--- src/rtl/systolic_drain_pkg.sv ---
// Shared defaults, result-width derivation and FSM encoding for the systolic drain block.
package systolic_pkg;

    localparam int DEF_ARRAY_SIZE = 8;
    localparam int DEF_DATA_WIDTH = 4;

    function automatic int acc_width(input int dw);
        return dw * dw;
    endfunction

    localparam logic [1:0] ST_IDLE    = 2'd0;
    localparam logic [1:0] ST_CAPTURE = 2'd1;
    localparam logic [1:0] ST_DONE    = 2'd2;

endpackage

--- src/rtl/systolic_drain_if.sv ---
// Downstream valid/ready row stream leaving the systolic drain.
interface systolic_drain_if import systolic_pkg::*; #(
    parameter int WIDTH = DEF_ARRAY_SIZE * acc_width(DEF_DATA_WIDTH)
);
    logic             out_valid;
    logic             out_ready;
    logic [WIDTH-1:0] out_data;

    modport master (output out_valid, output out_data, input out_ready);
    modport slave  (input out_valid, input out_data, output out_ready);
endinterface

--- src/rtl/systolic_drain_fifo.sv ---
// First-word-fall-through row FIFO; a push into a full FIFO survives only if a pop frees a slot.
module systolic_drain_fifo #(
    parameter int WIDTH = 128,
    parameter int DEPTH = 4
) (
    input  logic             clk,
    input  logic             reset,
    input  logic             push,
    input  logic [WIDTH-1:0] push_data,
    input  logic             pop,
    output logic             out_valid,
    output logic [WIDTH-1:0] out_data,
    output logic             drop
);
    localparam int AW = $clog2(DEPTH);

    logic [WIDTH-1:0] mem [DEPTH];
    logic [AW-1:0]    wr_ptr, rd_ptr;
    logic [AW:0]      count;
    logic             empty, full, do_pop, do_push;

    assign empty   = (count == '0);
    assign full    = (count == (AW+1)'(DEPTH));
    assign do_pop  = !empty && pop;
    assign do_push = push && (!full || do_pop);
    assign drop    = push && full && !do_pop;

    // Power-of-two depth lets the pointers wrap by plain overflow.
    always_ff @(posedge clk) begin
        if (reset) begin
            wr_ptr <= '0;
            rd_ptr <= '0;
            count  <= '0;
        end else begin
            if (do_push) wr_ptr <= wr_ptr + AW'(1);
            if (do_pop)  rd_ptr <= rd_ptr + AW'(1);
            case ({do_push, do_pop})
                2'b10:   count <= count + (AW+1)'(1);
                2'b01:   count <= count - (AW+1)'(1);
                default: ;
            endcase
        end
    end

    always_ff @(posedge clk) begin
        if (do_push) mem[wr_ptr] <= push_data;
    end

    assign out_valid = !empty;
    assign out_data  = empty ? '0 : mem[rd_ptr];
endmodule

--- src/rtl/systolic_drain.sv ---
// Deskews the diagonal result wavefront of a systolic array into whole rows and queues them.
// Optional SYSTOLIC_DRAIN_ROWCNT_EN adds a 16-bit count of rows handed downstream.
module systolic_drain import systolic_pkg::*; #(
    parameter int ARRAY_SIZE = DEF_ARRAY_SIZE,
    parameter int DATA_WIDTH = DEF_DATA_WIDTH,
    parameter int FIFO_DEPTH = 4,
    localparam int ACC_WIDTH = acc_width(DATA_WIDTH),
    localparam int ROW_W     = ARRAY_SIZE * ACC_WIDTH
) (
    input  logic             clk,
    input  logic             reset,
    input  logic             start,
    input  logic [ROW_W-1:0] output_row,
    systolic_drain_if.master out_bus,
    output logic             busy,
    output logic             done,
    output logic             overflow,
    output logic             error
`ifdef SYSTOLIC_DRAIN_ROWCNT_EN
    ,
    output logic [15:0]      row_count
`endif
);
    localparam int CNT_W = $clog2(2 * ARRAY_SIZE);
    localparam int LAST  = 2 * ARRAY_SIZE - 2;

    logic [1:0]                             state;
    logic [CNT_W-1:0]                       cnt;
    logic [ARRAY_SIZE-1:0][ACC_WIDTH-1:0]   lanes, aligned;
    logic                                   push, drop;

    assign lanes = output_row;

    // cnt reads 0 in the start cycle, so CAPTURE runs with cnt = 1 .. LAST.
    always_ff @(posedge clk) begin
        if (reset) begin
            state    <= ST_IDLE;
            cnt      <= '0;
            overflow <= 1'b0;
            error    <= 1'b0;
        end else begin
            if (drop) overflow <= 1'b1;
            if (start && state != ST_IDLE) error <= 1'b1;
            case (state)
                ST_IDLE: begin
                    if (start) begin
                        state <= ST_CAPTURE;
                        cnt   <= CNT_W'(1);
                    end
                end
                ST_CAPTURE: begin
                    if (cnt == CNT_W'(LAST)) begin
                        state <= ST_DONE;
                        cnt   <= '0;
                    end else begin
                        cnt <= cnt + CNT_W'(1);
                    end
                end
                default: state <= ST_IDLE;
            endcase
        end
    end

    assign busy = (state == ST_CAPTURE);
    assign done = (state == ST_DONE);
    assign push = busy && (cnt >= CNT_W'(ARRAY_SIZE - 1));

    // Lane j lags the last lane by ARRAY_SIZE-1-j cycles; delaying it that much lines the row up.
    for (genvar j = 0; j < ARRAY_SIZE; j++) begin : g_lane
        localparam int D = ARRAY_SIZE - 1 - j;
        if (D == 0) begin : g_pass
            assign aligned[j] = lanes[j];
        end else begin : g_dly
            logic [D-1:0][ACC_WIDTH-1:0] sr;
            always_ff @(posedge clk) begin
                if (reset) begin
                    sr <= '0;
                end else begin
                    sr[0] <= lanes[j];
                    for (int s = 1; s < D; s++) sr[s] <= sr[s-1];
                end
            end
            assign aligned[j] = sr[D-1];
        end
    end

    systolic_drain_fifo #(
        .WIDTH (ROW_W),
        .DEPTH (FIFO_DEPTH)
    ) u_fifo (
        .clk       (clk),
        .reset     (reset),
        .push      (push),
        .push_data (aligned),
        .pop       (out_bus.out_ready),
        .out_valid (out_bus.out_valid),
        .out_data  (out_bus.out_data),
        .drop      (drop)
    );

`ifdef SYSTOLIC_DRAIN_ROWCNT_EN
    always_ff @(posedge clk) begin
        if (reset)
            row_count <= '0;
        else if (out_bus.out_valid && out_bus.out_ready)
            row_count <= row_count + 16'd1;
    end
`endif
endmodule

--- src/flat_wrapper.sv ---
// flat-port wrapper written by rule: the top's interface ports become plain ports
module systolic_drain_flat import systolic_pkg::*;
#(
    parameter int ARRAY_SIZE = DEF_ARRAY_SIZE,
    parameter int DATA_WIDTH = DEF_DATA_WIDTH,
    parameter int FIFO_DEPTH = 4,
    localparam int ACC_WIDTH = acc_width(DATA_WIDTH),
    localparam int ROW_W     = ARRAY_SIZE * ACC_WIDTH
)
  (clk, reset, start, output_row, busy, done, overflow, error, out_bus_out_valid, out_bus_out_data, out_bus_out_ready);
  systolic_drain_if #(.WIDTH(((8) * ((4) * (4))))) out_bus_i ();
  input  logic clk;
  input  logic reset;
  input  logic start;
  input  logic [ROW_W-1:0] output_row;
  output logic busy;
  output logic done;
  output logic overflow;
  output logic error;
  output wire logic [$bits(out_bus_i.out_valid)-1:0] out_bus_out_valid;
  output wire logic [$bits(out_bus_i.out_data)-1:0] out_bus_out_data;
  input wire logic [$bits(out_bus_i.out_ready)-1:0] out_bus_out_ready;
  assign out_bus_out_valid = out_bus_i.out_valid;
  assign out_bus_out_data = out_bus_i.out_data;
  assign out_bus_i.out_ready = out_bus_out_ready;
  systolic_drain #(.ARRAY_SIZE(ARRAY_SIZE), .DATA_WIDTH(DATA_WIDTH), .FIFO_DEPTH(FIFO_DEPTH)) u_core (.clk(clk), .reset(reset), .start(start), .output_row(output_row), .out_bus(out_bus_i), .busy(busy), .done(done), .overflow(overflow), .error(error));
endmodule
--- config.mk ---
export PLATFORM = sky130hd
export DESIGN_NAME = systolic_drain_flat
export DESIGN_NICKNAME = d
export VERILOG_FILES = /design/src/rtl/systolic_drain_pkg.sv /design/src/rtl/systolic_drain_if.sv /design/src/rtl/systolic_drain_fifo.sv /design/src/rtl/systolic_drain.sv /design/src/flat_wrapper.sv
export SDC_FILE = /design/constraint.sdc
export NUM_CORES = 1
export LEC_CHECK = 0
export CAP_MARGIN = 10
export CORE_MARGIN = 10
export CORE_UTILIZATION = 59
export DETAILED_ROUTE_END_ITERATION = 6
export PLACE_DENSITY_LB_ADDON = 0.08
export SETUP_SLACK_MARGIN = 0.4
export SLEW_MARGIN = 20
export SYNTH_ARGS = -nofsm -noshare
export SYNTH_HDL_FRONTEND = slang
export SYNTH_HIERARCHICAL = 1
export SYNTH_SLANG_ARGS = --single-unit
--- constraint.sdc ---
create_clock -name clk -period 12.8 [get_ports clk]
set_clock_uncertainty 0.15 [all_clocks]
set_input_delay 1.28 -clock clk [delete_from_list [all_inputs] [get_ports clk]]
set_output_delay 1.28 -clock clk [all_outputs]
set_load 0.05 [all_outputs]
==> run metrics <==
Synth area leader edfxtp_1; Total GRT Usage 0.182; share of cells above drive strength 1 0.126; IO Port Bufs 264; cts bufs inserted 91; fin cells 2911; worst skew pair latency 610 ps; Final Hold Fails 0; arrival time at the worst endpoint 4040 ps; final net count 2276; pin count of the biggest net entering global routing 217; Gate Count Post-Synth 1868; Comb pwr share 0.018; Clk pwr share 0.428; initial antenna violation count 3; crit start category register; VDD IR max 0.114 mV; Synth Flop Type edfxtp_1; CP Class reg -> out; DR iter-0 viols 760; status completed; P&R area growth vs syn 18.5%; ranking of synthesized cells by instance count edfxtp_1 (512), dfxtp_1 (465), nor2b_1 (448); I/O pins 265; synth top area cells edfxtp_1 (48%), dfxtp_1 (29%), mux4_2 (8.9%), nor2b_1 (8.7%), and2_1 (2.5%); die height 254 um; top-count cell post-synth edfxtp_1; GR Overflow Total 0; Final Power 6.02 mW; root buf cell clkbuf_16; total wire length 58500 um; number of global-route vias before repair 15500; Post-CTS Hold Buffers 0; ys async rst share 0; Post-synth EDFFs 512; Worst EP required 11370 ps; post-synthesis cell type count 42; CTS Sinks 977; Initial Utilization 0.599; GPL Wtd Cong 0.720; Core Region 0.0540 mm^2; mapped cell area 0.0323 mm^2; DRT antenna net count 0; Final setup viols 0; Setup crit end kind output port; Layout fillers 3457; Avg WL per Cell 20.1 um; Seq pwr share 0.554; PD cells 157 mW/mm^2; Post-Place Cells 2740; sw frac 0.188; Setup WS pre-CTS 7760 ps; first-pass GRT wire length 90000 um; P_sw 1.13 mW; final setup margin 7330 ps; period utilisation layout 0.427; H-tree level count 3; Clk pin slew, worst setup/hold paths 60 ps; Max Fclk 183 MHz; TritonCTS clock tree yes; fin. max-slew vios 0; Final min period 5470 ps; DRC violations left 0; CP Max Fanout 67; First-pass DRT Iterations 5; die width 254 um; relative slew slack 0.256; Hold Path Class reg -> reg; die footprint 0.0646 mm^2; FP Rows 85; vias per inst 5.16; Syn. warnings 6; top cell type's share of synthesized area 0.475; number of setup buffers added after CTS 0; Yosys reg bits 977; Mean Syn Cell Area 17.3 um^2; syn_nets 2007; Leak Pwr 13.6 nW; Worst-Margin Slew 1120 ps; RSZ-0062 raised after global routing false; MaxCap Viol Count 0; maximum buffer depth of the clock tree 3; sequential area share after synthesis 0.763; via count 15000; setup TNS 0 ps; Int Pwr 4.89 mW; detailed placement HPWL 33200 um; post_cts resized 0
[power groups by stage]
| stage | Sequential [mW] | Combinational [mW] | Clock (mW) |
|---|---|---|---|
| 3_5_place_dp | 3.40 | 0.109 | 0 |
| 2_1_floorplan | 3.40 | 0.0522 | 0 |
| 4_1_cts | 3.34 | 0.110 | 2.64 |
| 3_3_place_gp | 3.40 | 0.107 | 0 |
| 6_report | 3.33 | 0.108 | 2.58 |
| 5_1_grt | 3.34 | 0.118 | 2.77 |
[flip-flops by register name (all words and copies together), names as in the netlist, 2 cells and up, named ones only]
register                flops
u_core/g_lane.g_dly.sr    352
u_core/u_fifo/count         3
u_core/u_fifo/mem         512
u_core/aligned             96
u_core/state                2
u_core/u_fifo/wr_ptr        2
u_core/u_fifo/rd_ptr        2
u_core/cnt                  4
[metal layers]
layer	up-vias	global-route usage	part of all wire
li1	7127	-	-
met1	7486	0.230	0.42
met3	84	0.0445	0.059
met4	4	0.0595	0.021
met5	-	0	0.00041
met2	318	0.308	0.50
[cell usage in the layout (no fill, tap or decap), types with 3 or more instances in the layout]
master	Yosys	layout
clkinv_2	0	11
clkbuf_1	62	34
clkdlybuf4s50_1	0	263
clkinv_1	0	10
nor2b_1	448	448
a21oi_1	8	8
clkinvlp_4	0	3
clkbuf_8	0	9
bufinv_16	0	4
nor2_1	10	10
edfxtp_1	512	512
ha_1	6	6
dfxtp_1	465	463
nand3_1	7	7
a211oi_1	3	3
mux4_2	128	128
buf_4	0	10
o21ai_0	4	4
and3_4	0	4
inv_1	10	10
clkbuf_16	0	96
or3_1	3	3
xor2_1	3	3
and2_1	128	128
nand2_1	4	4
[worst paths after layout]
| check | slack [ps] | depth (start not counted) | endpoint | from |
|---|---|---|---|---|
| max | 7330 | 4 | out_bus_out_data[9] | register |
| min | 280 | 1 | u_core/aligned[53] | u_core/g_lane[3].g_dly.sr[37] |
| max reg2reg | 8470 | 6 | u_core/u_fifo/mem[2][96] | u_core/cnt[1] |
| min reg2reg | 280 | 1 | u_core/aligned[53] | u_core/g_lane[3].g_dly.sr[37] |
[critical path, cell delays in order, from the launching register on]
cell	delay [ps]
dfxtp_4	1070
buf_4	910
mux4_2	350
and2_1	220
clkdlybuf4s50_1	840
[cells by family (layout without fill, tap and decap cells)]
group | after synthesis | after routing | share of synthesized area
buffers and inverters | 111 | 456 | 0.0202
muxes | 128 | 128 | 0.0891
adders and majority gates | 7 | 7 | 0.00294
other | 0 | 2 | 0
xor gates and xnor gates | 4 | 4 | 0.00108
and+or+nand+nor | 615 | 615 | 0.118
DFF | 977 | 977 | 0.763
AOI/OAI and AO/OA | 26 | 26 | 0.00538
[final cells by class]
type | instances | area [um^2] | area share
Clock inverter | 30 | 253 | 0.00660
Tap cell | 696 | 871 | 0.0227
Clock buffer | 139 | 2650 | 0.0693
Sequential cell | 977 | 24700 | 0.644
Inverter | 10 | 37.5 | 0.000980
Timing Repair Buffer | 277 | 2770 | 0.0724
Multi-Input combinational cell | 780 | 7030 | 0.184
Antenna cell | 2 | 5.00 | 0.000131
[stage by stage]
step	cell area, um^2	util	hold slack, ps
CTS	38300	0.709	280
global route	38300	0.709	295
finish	38300	0.709	275
floorplan	32300	-	264
global placement	35400	0.655	265
detailed placement	35400	0.655	270
Power figures use the tool's default switching activity.
